File: config.mk
export PLATFORM = sky130hd
export DESIGN_NAME = ddd_pace_controller
export DESIGN_NICKNAME = d
export VERILOG_FILES = /design/src/rtl/ddd_pace_controller.sv
export SDC_FILE = /design/constraint.sdc
export NUM_CORES = 1
export LEC_CHECK = 0
export CAP_MARGIN = 5
export CORE_UTILIZATION = 30
export DETAILED_ROUTE_END_ITERATION = 8
export DONT_BUFFER_PORTS = 1
export GPL_TIMING_DRIVEN = 0
export SLEW_MARGIN = 20
export SYNTH_ARGS = -nofsm -noshare
export SYNTH_HDL_FRONTEND = slang
export SYNTH_SLANG_ARGS = --single-unit
File: constraint.sdc
create_clock -name clk -period 4.25 [get_ports clk]
set_clock_uncertainty 0.1 [all_clocks]
set_input_delay 0.85 -clock clk [delete_from_list [all_inputs] [get_ports clk]]
set_output_delay 0.85 -clock clk [all_outputs]
set_load 0.1 [all_outputs]
File: src/rtl/ddd_pace_controller.sv
// ddd_pace_controller
// Dual-chamber (DDD) pacing timing controller. Synchronises the atrial and
// ventricular sense inputs, runs the AEI/AVI escape cycle against a 1 ms tick,
// enforces the PVARP/VRP refractory windows and the upper rate interval, and
// emits fixed-width AP/VP pace pulses plus accepted-sense strobes.
module ddd_pace_controller #(
    parameter int CLK_PER_MS   = 50000,
    parameter int AVI_MS       = 150,
    parameter int AEI_MS       = 850,
    parameter int PVARP_MS     = 50,
    parameter int VRP_MS       = 150,
    parameter int URI_MS       = 400,
    parameter int PULSE_CYCLES = 8,
    parameter int TW           = 16
) (
    input  logic       clk,
    input  logic       rst_n,
    input  logic       AS,
    input  logic       VS,
    output logic       AP,
    output logic       VP,
    output logic       as_evt,
    output logic       vs_evt,
    output logic [1:0] state
);

    localparam int PW = $clog2(CLK_PER_MS);
    localparam int CW = $clog2(PULSE_CYCLES + 1);

    localparam logic [TW-1:0] AVI_T   = TW'(AVI_MS);
    localparam logic [TW-1:0] AEI_T   = TW'(AEI_MS);
    localparam logic [TW-1:0] PVARP_T = TW'(PVARP_MS);
    localparam logic [TW-1:0] VRP_T   = TW'(VRP_MS);
    localparam logic [TW-1:0] URI_T   = TW'(URI_MS);
    localparam logic [PW-1:0] PRESC_LAST = PW'(CLK_PER_MS - 1);
    localparam logic [CW-1:0] PULSE_LAST = CW'(PULSE_CYCLES - 1);

    typedef enum logic [1:0] {
        ST_VA     = 2'd0,
        ST_AV     = 2'd1,
        ST_AV_URI = 2'd2
    } state_t;

    state_t cur_state;
    state_t nxt_state;

    logic [2:0]    as_sync;
    logic [2:0]    vs_sync;
    logic          as_r;
    logic          vs_r;
    logic [PW-1:0] presc;
    logic          ms_tick;
    logic [TW-1:0] aei_t;
    logic [TW-1:0] avi_t;
    logic [TW-1:0] pvarp_t;
    logic [TW-1:0] vrp_t;
    logic [TW-1:0] uri_t;
    logic          v_seen;
    logic          aei_exp;
    logic          avi_exp;
    logic          pvarp_exp;
    logic          vrp_exp;
    logic          uri_exp;
    logic          acc_as;
    logic          acc_vs;
    logic          fire_ap;
    logic          fire_vp;
    logic          a_event;
    logic          v_event;
    logic [CW-1:0] ap_cnt;
    logic [CW-1:0] vp_cnt;

    assign state = cur_state;

    // Two-flop synchronisers plus a history flop for rising-edge detection.
    always_ff @(posedge clk or negedge rst_n) begin
        if (!rst_n) begin
            as_sync <= '0;
            vs_sync <= '0;
        end else begin
            as_sync <= {as_sync[1:0], AS};
            vs_sync <= {vs_sync[1:0], VS};
        end
    end

    assign as_r = as_sync[1] & ~as_sync[2];
    assign vs_r = vs_sync[1] & ~vs_sync[2];

    // Prescaler producing one ms_tick per millisecond.
    always_ff @(posedge clk or negedge rst_n) begin
        if (!rst_n)
            presc <= '0;
        else if (presc == PRESC_LAST)
            presc <= '0;
        else
            presc <= presc + PW'(1);
    end

    assign ms_tick = (presc == PRESC_LAST);

    // Until the first V event there is no refractory window and URI is satisfied.
    assign aei_exp   = (aei_t == AEI_T);
    assign avi_exp   = (avi_t == AVI_T);
    assign pvarp_exp = !v_seen || (pvarp_t == PVARP_T);
    assign vrp_exp   = !v_seen || (vrp_t == VRP_T);
    assign uri_exp   = !v_seen || (uri_t == URI_T);

    assign a_event = acc_as | fire_ap;
    assign v_event = acc_vs | fire_vp;

    // Interval timers: clear on their start event, otherwise count ms and saturate.
    always_ff @(posedge clk or negedge rst_n) begin
        if (!rst_n) begin
            aei_t   <= '0;
            avi_t   <= '0;
            pvarp_t <= '0;
            vrp_t   <= '0;
            uri_t   <= '0;
            v_seen  <= 1'b0;
        end else begin
            if (v_event) begin
                aei_t   <= '0;
                pvarp_t <= '0;
                vrp_t   <= '0;
                uri_t   <= '0;
                v_seen  <= 1'b1;
            end else if (ms_tick) begin
                if (aei_t != AEI_T)     aei_t   <= aei_t + TW'(1);
                if (pvarp_t != PVARP_T) pvarp_t <= pvarp_t + TW'(1);
                if (vrp_t != VRP_T)     vrp_t   <= vrp_t + TW'(1);
                if (uri_t != URI_T)     uri_t   <= uri_t + TW'(1);
            end
            if (a_event)
                avi_t <= '0;
            else if (ms_tick && avi_t != AVI_T)
                avi_t <= avi_t + TW'(1);
        end
    end

    // State register.
    always_ff @(posedge clk or negedge rst_n) begin
        if (!rst_n)
            cur_state <= ST_VA;
        else
            cur_state <= nxt_state;
    end

    // Decide which sense is accepted and which pace fires; senses beat paces, VS beats AS.
    always_comb begin
        acc_as  = 1'b0;
        acc_vs  = 1'b0;
        fire_ap = 1'b0;
        fire_vp = 1'b0;
        case (cur_state)
            ST_VA: begin
                if (vs_r && vrp_exp)        acc_vs  = 1'b1;
                else if (as_r && pvarp_exp) acc_as  = 1'b1;
                else if (aei_exp)           fire_ap = 1'b1;
            end
            ST_AV: begin
                if (vs_r && vrp_exp)        acc_vs  = 1'b1;
                else if (avi_exp && uri_exp) fire_vp = 1'b1;
            end
            ST_AV_URI: begin
                if (vs_r && vrp_exp)        acc_vs  = 1'b1;
                else if (uri_exp)           fire_vp = 1'b1;
            end
            default: ;
        endcase
    end

    // Next-state logic driven by the accepted events.
    always_comb begin
        nxt_state = cur_state;
        case (cur_state)
            ST_VA: begin
                if (acc_as || fire_ap) nxt_state = ST_AV;
            end
            ST_AV: begin
                if (acc_vs || fire_vp) nxt_state = ST_VA;
                else if (avi_exp)      nxt_state = ST_AV_URI;
            end
            ST_AV_URI: begin
                if (acc_vs || fire_vp) nxt_state = ST_VA;
            end
            default: nxt_state = ST_VA;
        endcase
    end

    // Registered strobes and fixed-width pace pulses.
    always_ff @(posedge clk or negedge rst_n) begin
        if (!rst_n) begin
            as_evt <= 1'b0;
            vs_evt <= 1'b0;
            AP     <= 1'b0;
            VP     <= 1'b0;
            ap_cnt <= '0;
            vp_cnt <= '0;
        end else begin
            as_evt <= acc_as;
            vs_evt <= acc_vs;
            if (fire_ap) begin
                AP     <= 1'b1;
                ap_cnt <= PULSE_LAST;
            end else if (ap_cnt != '0) begin
                ap_cnt <= ap_cnt - CW'(1);
            end else begin
                AP <= 1'b0;
            end
            if (fire_vp) begin
                VP     <= 1'b1;
                vp_cnt <= PULSE_LAST;
            end else if (vp_cnt != '0) begin
                vp_cnt <= vp_cnt - CW'(1);
            end else begin
                VP <= 1'b0;
            end
        end
    end

endmodule

Word-level counts from Yosys, hierarchy flattened
Index checks and enable logic that the tools add are counted.

Output and inout bits: 6. Word-level logic and storage cells: 117. Register bits: 117. Input port bits: 4.

Bitwise operators: 6. Reduce and logical (&&, ||, !) cells: 27. Multiplexer cells: 42. Add/subtract/negate cells: 8. Eq/ne operators: 18.

Operators by type and width (count): two-way mux 16 bit (15); adder 16 x 1 -> 16 bit (second input constant) (6); equality test 16 x 8 -> 1 bit (second input constant) (2); != test 16 x 8 -> 1 bit (second input constant) (2); two-way mux 1 bit (17); equality test 16 x 10 -> 1 bit (second input constant) (1); equality test 16 bit (second input constant) (1); equality test 16 x 6 -> 1 bit (second input constant) (1); equality test 16 x 9 -> 1 bit (second input constant) (1); two-way mux 4 bit (4); != test 16 x 10 -> 1 bit (second input constant) (1); != test 16 x 6 -> 1 bit (second input constant) (1); != test 16 x 9 -> 1 bit (second input constant) (1); nonzero test 2 bit (8); two-way mux 2 bit (4); != test 2 bit (second input constant) (4); AND reduction 2 bit (4); nonzero test 4 bit (2); subtractor 4 x 1 -> 4 bit (second input constant) (2); one-hot mux 2 bit (3 select lines) (1); logical OR 1 bit (5); logical AND 1 bit (4); != test 3 bit (second input constant) (1); AND reduction 3 bit (1); other kinds (9) (12).

Longest topological paths before layout
Gate-level depths: netlist of run 1.

Depth in word-level cells: 9. Depth in mapped cells: 9. Gate-level depth less buffers: 8.

Worst setup path before layout of run 1
No wires, ideal clock.

Kind: register to register. From: reg cur_state[1], in the netlist state[1]. To: reg aei_t[15]. Data arrival time: 2.392 ns. Buffers on the path: 2. Setup time: 0.121 ns. Slack: 1.637 ns. Required time: 4.029 ns. Period minus slack after synthesis: 2.613 ns. Stages on the path, launching flop included: 9. Cells stage by stage: dfrtp_1 inv_1 ha_1 inv_1 a221o_2 o22ai_2 buf_2 buf_2 nor2_1.

Word-level cells in the longest chain between the ends: 6. Elaborated cells between the ends (all ways): 11. Classes of those cells: eq/ne (2); mux (3); bitwise (1); reduce/logical (5).

Ends and longest elaborated chain: from (decl) (RTL line 44) `state_t cur_state;`; from (signal assigned) (RTL line 145) `cur_state <= nxt_state;`; equality test 2 bit (tied with other cells) (RTL line 154) `case (cur_state)`; OR reduction 3 bit (no line); two-way mux 1 bit; bitwise OR 1 bit * (RTL line 109) `assign v_event = acc_vs | fire_vp;`; nonzero test 2 bit (no line); AND reduction 2 bit (no line); to (signal assigned) (RTL line 128) `if (aei_t != AEI_T) aei_t <= aei_t + TW'(1);`; to (decl) (RTL line 53) `logic [TW-1:0] aei_t;`.

Mark *: on every way between the ends. The rest lies on a longest branch, timed or not. A chain may end at the register's enable or synchronous reset.

Worst setup path after layout of run 1
From: reg cur_state[1], in the netlist state[1]. To: reg vrp_t[15].

Word-level cells in the longest chain between the ends: 6. Elaborated cells between the ends (all ways): 11. Classes of those cells: eq/ne (2); mux (3); bitwise (1); reduce/logical (5).

Ends and longest elaborated chain: equality test 2 bit (tied with other cells) (RTL line 154); OR reduction 3 bit (no line); two-way mux 1 bit; bitwise OR 1 bit * (RTL line 109); nonzero test 2 bit (no line); AND reduction 2 bit (no line); to (signal assigned) (RTL line 130) `if (vrp_t != VRP_T) vrp_t <= vrp_t + TW'(1);`; to (decl) (RTL line 56) `logic [TW-1:0] vrp_t;`.

Marks and branches as above.

==> results of run 1 <==
## layout make-up
class,count,area (sq um),area share [%]
flip-flops and latches,117,2928,43.00
multi-input cells,445,2794,41.03
clock buffers,22,484.2,7.111
well taps,260,325.3,4.778
clock inverters,9,125.1,1.838
inverters,27,101.3,1.488
plain buffers,12,51.30,0.7534
## final timing paths
check                                      from               endpoint  slack [ps]  cells past startpoint
max                        state[1]$_DFFE_PN0P_  vrp_t[15]$_DFFE_PN0P_        1140                      8
min                                       rst_n    presc[15]$_DFF_PN0_          40                      0
max reg2reg                state[1]$_DFFE_PN0P_  vrp_t[15]$_DFFE_PN0P_        1140                      8
min reg2reg                vs_sync[0]$_DFF_PN0_   vs_sync[1]$_DFF_PN0_         250                      0
max in group asynchronous                 rst_n   vs_sync[0]$_DFF_PN0_        3820                      0
min in group clk           vs_sync[0]$_DFF_PN0_   vs_sync[1]$_DFF_PN0_         250                      0
## critical path: cells and delay by family (launching register included)
| kind | cells | cell delay, ps |
|---|---|---|
| flip-flops | 1 | 1050 |
| buffers and inverters | 4 | 820 |
| AO/OA/AOI/OAI | 2 | 610 |
| adder cells (fa/ha/maj) | 1 | 320 |
| AND/OR/NAND/NOR | 1 | 80 |
## power groups by stage
stage	registers [mW]	clock network, mW	logic (mW)
final	1.18	1.47	0.0645
after global routing	1.18	1.56	0.0723
after CTS	1.18	1.51	0.0652
after detailed placement	1.20	0	0.0651
after global placement	1.20	0	0.0648
after floorplan	1.19	0	0.0520
## sequential cells by signal, summed over array words and instances, names as in the netlist
register and cells:
aei_t 16, avi_t 16, presc 16, pvarp_t 16
uri_t 16, vrp_t 16, ap_cnt 4, vp_cnt 4
as_sync 3, vs_sync 3, state 2, AP 1
VP 1, as_evt 1, v_seen 1, vs_evt 1
## synthesized netlist by cell type, types with 2 or more instances
cell	number
dfrtp_1	117
nor2_1	92
xor2_1	47
nand2_1	40
xnor2_1	30
nand3_1	29
nand4_1	29
inv_1	27
a21oi_1	23
and3_1	21
o21ai_0	18
or3_1	18
ha_1	17
nor3_1	14
and2_1	10
nor4_1	7
clkbuf_1	6
nor4bb_1	6
and4_1	5
buf_2	5
or4_1	5
nor3b_1	4
nand2b_1	3
nand4b_1	3
nor4b_1	3
o221ai_1	3
or4b_2	2
## cells by family (layout without fill, tap and decap cells)
| family | after synthesis | in the layout | share of synthesized area [%] |
|---|---|---|---|
| AO/OA/AOI/OAI | 54 | 54 | 5.858 |
| buffers and inverters | 39 | 70 | 2.598 |
| multiplexers | 1 | 1 | 0.1917 |
| flip-flops | 117 | 117 | 49.84 |
| XOR/XNOR | 77 | 77 | 11.48 |
| AND/OR/NAND/NOR | 296 | 296 | 26.41 |
| adder cells (fa/ha/maj) | 17 | 17 | 3.621 |
## metal layers
layer	global-route usage, %	up-vias	share of wire (%)
met5	0	-	0
li1	-	2120	-
met2	18.75	39	43
met4	5.320	0	1.5
met3	4.038	15	3.6
met1	16.74	1978	52
## per-stage QoR
stage | hold slack [ps] | util (%) | cell area (sq um)
after global placement | 235.6 | 32.71 | 6200
after detailed placement | 235.5 | 32.71 | 6200
after CTS | 10.05 | 35.92 | 6809
after floorplan | 231.2 | - | 5874
after global routing | 11.73 | 35.92 | 6809
final | 39.79 | 35.92 | 6809
==> results by group, run 1 <==
Layout
  • Ratio of cells with drive above 1 in the final layout: 7.437%
  • Commonest non-fill, non-tap cell in the layout: dfrtp_1
  • # fillers: ~1900
  • Layout Nets: about 640
  • Commonest cells after routing, fill and taps aside: dfrtp_1 (117), nor2_1 (92), xor2_1 (47)
  • Cell Count, Final, Fillers Out: 892
  • Synthesis-to-finish area growth: 15.91%
  • Diodes inserted: 0

Synthesis
  • Synth async-reset ratio: 100.0%
  • Distinct cells, synth: 44
  • Ys flop type: dfrtp_1
  • Post-synth top area cell: dfrtp_1
  • Seq/Total Area, Yosys: between 40 and 50%
  • Synth Instances: 601
  • Synth warn: 0
  • Synth Cell Area: slightly below 6000 sq um
  • Post-synth EDFFs: 0
  • Largest cells by area after synthesis: dfrtp_1 (50%), xor2_1 (7.0%), nor2_1 (5.9%)
  • Post-synth net total: 622
  • Top-area cell type share of the netlist area: roughly half
  • Synth Area per Inst: between 9 and 10 sq um
  • Seq cells post-synth: roughly 120

Detailed routing
  • Violation count after the first detailed-route iteration: 232
  • Final wirelength: 11150 microns
  • Via/cell ratio: around 4.7
  • Residual DRC: 0
  • Detailed-route via count: between 4000 and 5000
  • 1st-pass router iterations: 4
  • Antenna viol nets, final: 0
  • Wire per inst: 12.50 microns

Floorplanning
  • Die area: ~20000 sq um
  • Ports: 10
  • DIE WIDTH: between 100 and 150 microns
  • Die extent in y: between 100 and 150 microns
  • Std cell rows: 50
  • Initial core utilization: between 30% and 40%
  • Core ar.: between 15000 and 20000 sq um

Worst setup path
  • Critical path type: register to register
  • CP Capture Type: register
  • Max incr delay on CP: 1050 ps
  • Crit path DAT: between 3000 and 4000 ps
  • Startpoint types: register
  • CP cell instances: inv_1, ha_1, inv_1, a221o_2, o22ai_2, buf_2, buf_2, nor2_1
  • Crit-path slowest cell: dfrtp_1
  • Max Fanout on Critical Path: 10
  • WP data required: 4450 ps

Global route
  • GRT overflow: 0
  • Initial antenna violation count: 0
  • Vias in the first global route: 4096
  • First-pass GRT wire length: just under 20000 microns
  • Pin count of the biggest net entering global routing: roughly 120
  • Total GRT Usage: 12.58%

Power and ir drop
  • Clock power share: 54.2%
  • Leak: 3.030 nW
  • Sequential power share: a little over two fifths
  • Net Sw Frac: a little over a fifth
  • VDD IR max: around 210 uV
  • Combinational power share: approximately 2.4%
  • Psw: 584.6 uW
  • Power, Total: 2.708 mW
  • Internal: 2.123 mW
  • Pwr Density: around 400 nW/um^2

Clocking
  • # Post-CTS Setup Buffers: 0
  • # H-tree levels: 4
  • CTS tree: done
  • Cts hold-fix bufs: 0
  • Gates resized, CTS repair: 0
  • Skew-Pair Late Insertion Delay: between 400 and 500 ps
  • # clock sinks: approximately 120
  • Worst-path clk slew: about 50 ps
  • Max clock buf depth: 2
  • Clk root buf: clkbuf_16
  • TritonCTS buffer count: 17

STA
  • Min setup slack post-route: approximately 1100 ps
  • Worst slew pin tran: about 1100 ps
  • Total negative setup slack: 0 ps
  • Final setup violation count: 0
  • Max Fclk: around 320 MHz
  • Period utilization: between 70 and 80%
  • Minimum clock period: about 3100 ps
  • Final Hold Vio Count: 0
  • Fin. max-slew vios: 0
  • RSZ-0062 raised after global routing: false
  • Worst rel slew slack: 28.25%

Outcome
  • Status: complete, no violations

Placement
  • Placed cell count: roughly 860
  • DP Wirelength: around 7400 microns
  • GPL Wtd Cong: ~0.77
  • Buffers on Ports: 0
  • Pre-CTS setup slack: 1129 ps

Run
  • Max_cap viols: 0

Min path
  • Tightest Hold Check Type: input port to asynchronous set/reset pin
No activity file was read; power rests on OpenSTA's default activity.
==> run 2, diff against run 1 <==
Settings changed: ABC_AREA from default to 1.
Clock period 4.25 ns to 2.55 ns, I/O delays scaled along.
==> run 2 against run 1 <==
  * The run now ends with negative hold slack left
  * Utilization down 0.82 points
  * Hold slack worse by 360 ps
  * Sequential cell count unchanged
  * Global-route usage up 1.3 points
  * Register-to-register slack worse by 900 ps
  * Maximum frequency up 35%
  * Largest cell class is now multi-input combinational cells
  * Highest routed layer unchanged
==> results by group, run 2 <==
Outcome
  • Status: finished, violations left
  • Failing checks: negative hold slack

Clocking
  • Worst-path clk slew: 50 ps (about the same)
  • CTS tree: done
  • Clk root buf: clkbuf_16
  • Max clock buf depth: 2 (unchanged)
  • # clock sinks: 117 (unchanged)
  • # H-tree levels: 4 (unchanged)
  • Skew-Pair Late Insertion Delay: 420 ps (about the same)
  • TritonCTS buffer count: 17 (unchanged)
  • Cts hold-fix bufs: 2 (+2)

Global route
  • Total GRT Usage: 13.92% (+1.3 points)
  • Initial antenna violation count: 0 (unchanged)
  • GRT overflow: 0 (unchanged)
  • Pin count of the biggest net entering global routing: 118 (unchanged)
  • Vias in the first global route: 5597 (+37%)
  • First-pass GRT wire length: 27080 microns (+37%)

Detailed routing
  • Residual DRC: 0 (unchanged)
  • Violation count after the first detailed-route iteration: 363 (+56%)
  • Via/cell ratio: 4.526 (-2.8%)
  • Antenna viol nets, final: 0 (unchanged)
  • 1st-pass router iterations: 5 (+1)
  • Detailed-route via count: 5829 (+40%)
  • Final wirelength: 15190 microns (+36%)
  • Wire per inst: 11.79 microns (-5.7%)

Worst setup path
  • Delay-heaviest family, CP: flip-flops
  • CP cell instances: inv_1, ha_1, inv_1, a21oi_2, nand3_4, nand2_4, buf_8, buf_6, nor2_1
  • Startpoint types: register
  • Max Fanout on Critical Path: 10 (unchanged)
  • Critical path type: register to register
  • Max incr delay on CP: 730 ps (-320 ps)
  • CP Capture Type: register
  • Buf+Inv Stages, Crit Path: 4 (unchanged)
  • Register-to-register setup slack: 250 ps (-900 ps)
  • Crit path DAT: 2520 ps (-780 ps)
  • Crit-path slowest cell: dfrtp_2
  • CP most frequent cell: inv_1
  • WP data required: 2760 ps (-1690 ps)

Synthesis
  • Post-synth top area cell: dfrtp_1
  • Seq/Total Area, Yosys: 41.00% (-8.8 points)
  • Synth async-reset ratio: 100.0% (unchanged)
  • Synth Area per Inst: 7.638 sq um (-22%)
  • Distinct cells, synth: 39 (-11%)
  • Count leader, synth: nand2_1
  • Largest cells by area after synthesis: dfrtp_1 (41%), nand2_1 (12%), nor2_1 (8.4%)
  • Synth Cell Area: 7142 sq um (+22%)
  • Post-synth net total: 956 (+54%)
  • Synth Instances: 935 (+56%)
  • Synth warn: 0 (unchanged)
  • Synth cell count leaders: nand2_1 (230), nor2_1 (160), dfrtp_1 (117)
  • Top-area cell type share of the netlist area: 41.00% (-8.8 points)
  • Post-synth EDFFs: 0 (unchanged)
  • Ys flop type: dfrtp_1
  • Seq cells post-synth: 117 (unchanged)

Power and ir drop
  • VDD IR max: 251.3 uV (+20%)
  • Leak: 3.894 nW (+29%)
  • Power, Total: 5.199 mW (+92%)
  • Pwr Density: 632.9 nW/um^2 (+59%)

Placement
  • DP Wirelength: 10800 microns (+46%)
  • Pre-CTS setup slack: -126.1 ps (-1255 ps)
  • GPL Wtd Cong: 0.8592 (+12%)
  • Buffers on Ports: 0 (unchanged)

Layout
  • Diodes inserted: 0 (unchanged)
  • Area of the multi-input gates: 3685 sq um (+32%)
  • Commonest non-fill, non-tap cell in the layout: nand2_1
  • Synthesis-to-finish area growth: 15.01%
  • # fillers: 2478 (+30%)
  • Layout Nets: 977 (+52%)
  • Fin util: 35.10% (-0.82 points)
  • Ratio of cells with drive above 1 in the final layout: 10.22% (+2.8 points)
  • Commonest cells after routing, fill and taps aside: nand2_1 (230), nor2_1 (160), dfrtp_1 (115)
  • Register area: 2930 sq um (about the same)

STA
  • Worst rel slew slack: 39.54% (+11 points)
  • Worst-case hold slack: -321.1 ps (-360.9 ps)
  • Period utilization: 90.25% (+17 points)
  • Final setup violation count: 0 (unchanged)
  • RSZ-0062 raised after global routing: false
  • Worst slew pin tran: 906.9 ps (-169.4 ps)
  • Min setup slack post-route: 248.7 ps (-895.9 ps)
  • Max Fclk: 434.5 MHz (+35%)
  • Minimum clock period: 2301 ps (-804.1 ps)
  • Final Hold Vio Count: 117 (+117)
  • Fin. max-slew vios: 0 (unchanged)

Floorplanning
  • Core ar.: 23400 sq um (+23%)
  • Ports: 10 (unchanged)
  • Std cell rows: 56 (+12%)
  • Die extent in y: 156.3 microns (+10%)
  • DIE WIDTH: 156.3 microns (+10%)
  • Initial core utilization: 30.52% (-0.47 points)
  • Die area: 24430 sq um (+21%)

Min path
  • Tightest Hold Check Type: input port to asynchronous set/reset pin

Run
  • Max_cap viols: 0 (unchanged)
==> run 2: worst paths after layout <==
kind / from / end / depth (start not counted)
min: rst_n / aei_t[10]$_DFFE_PN0P_ / 0
min reg2reg: as_sync[0]$_DFF_PN0_ / as_sync[1]$_DFF_PN0_ / 0
max in group asynchronous: rst_n / uri_t[3]$_DFFE_PN0P_ / 0
max reg2reg: state[0]$_DFFE_PN0P_ / aei_t[2]$_DFFE_PN0P_ / 9
min in group clk: as_sync[0]$_DFF_PN0_ / as_sync[1]$_DFF_PN0_ / 0
max: state[0]$_DFFE_PN0P_ / aei_t[2]$_DFFE_PN0P_ / 9
==> run 2: layout make-up <==
cell class                      instances  area share, %
Buffer                                 18          1.660
Clock buffer                           23          5.819
Clock inverter                          9          2.102
Inverter                              104          4.783
Multi-Input combinational cell        696          44.86
Sequential cell                       117          35.67
Tap cell                              319          4.859
Timing Repair Buffer                    2         0.2437
==> run 2: power by group <==
| group | switching (mW) | leakage [nW] | internal (mW) |
|---|---|---|---|
| sequential | 0.215 | 1.59 | 1.92 |
| combinational | 0.257 | 1.99 | 0.148 |
| clock | 0.853 | 0.317 | 1.81 |
==> run 2: through the flow <==
| step | instances | TNS, ps | cell area, sq um |
|---|---|---|---|
| CTS | 1288 | 0 | 8214 |
| global route | 1288 | 0 | 8214 |
| floorplan | 935 | 0 | 7142 |
| detailed placement | 1254 | -5962 | 7541 |
| finish | 1288 | 0 | 8214 |
| global placement | 1254 | -6071 | 7541 |
==> run 2: what timing repair did <==
item / in CTS / in global routing
hold endpoints to repair: 119 / 117
resized for setup: 2 / 0
endpoints found under the setup margin: 63 / 0
buffers inserted: 0 / 0
==> run 2: metal layers <==
layer	global-route usage [%]	part of all wire [%]	vias up	routed length [microns]
met5	0	0	-	0
met1	18.09	50	2743	7537
met3	3.019	2.8	19	420
li1	-	-	3010	-
met4	5.182	1.5	0	232
met2	22.60	46	57	6994
==> run 2: cells by family after synthesis <==
group | synth area share, %
buffers and inverters | 7.410
DFF | 41.00
xor gates and xnor gates | 7.849
and+or+nand+nor | 38.24
adders and majority gates | 2.978
AOI/OAI and AO/OA | 2.523
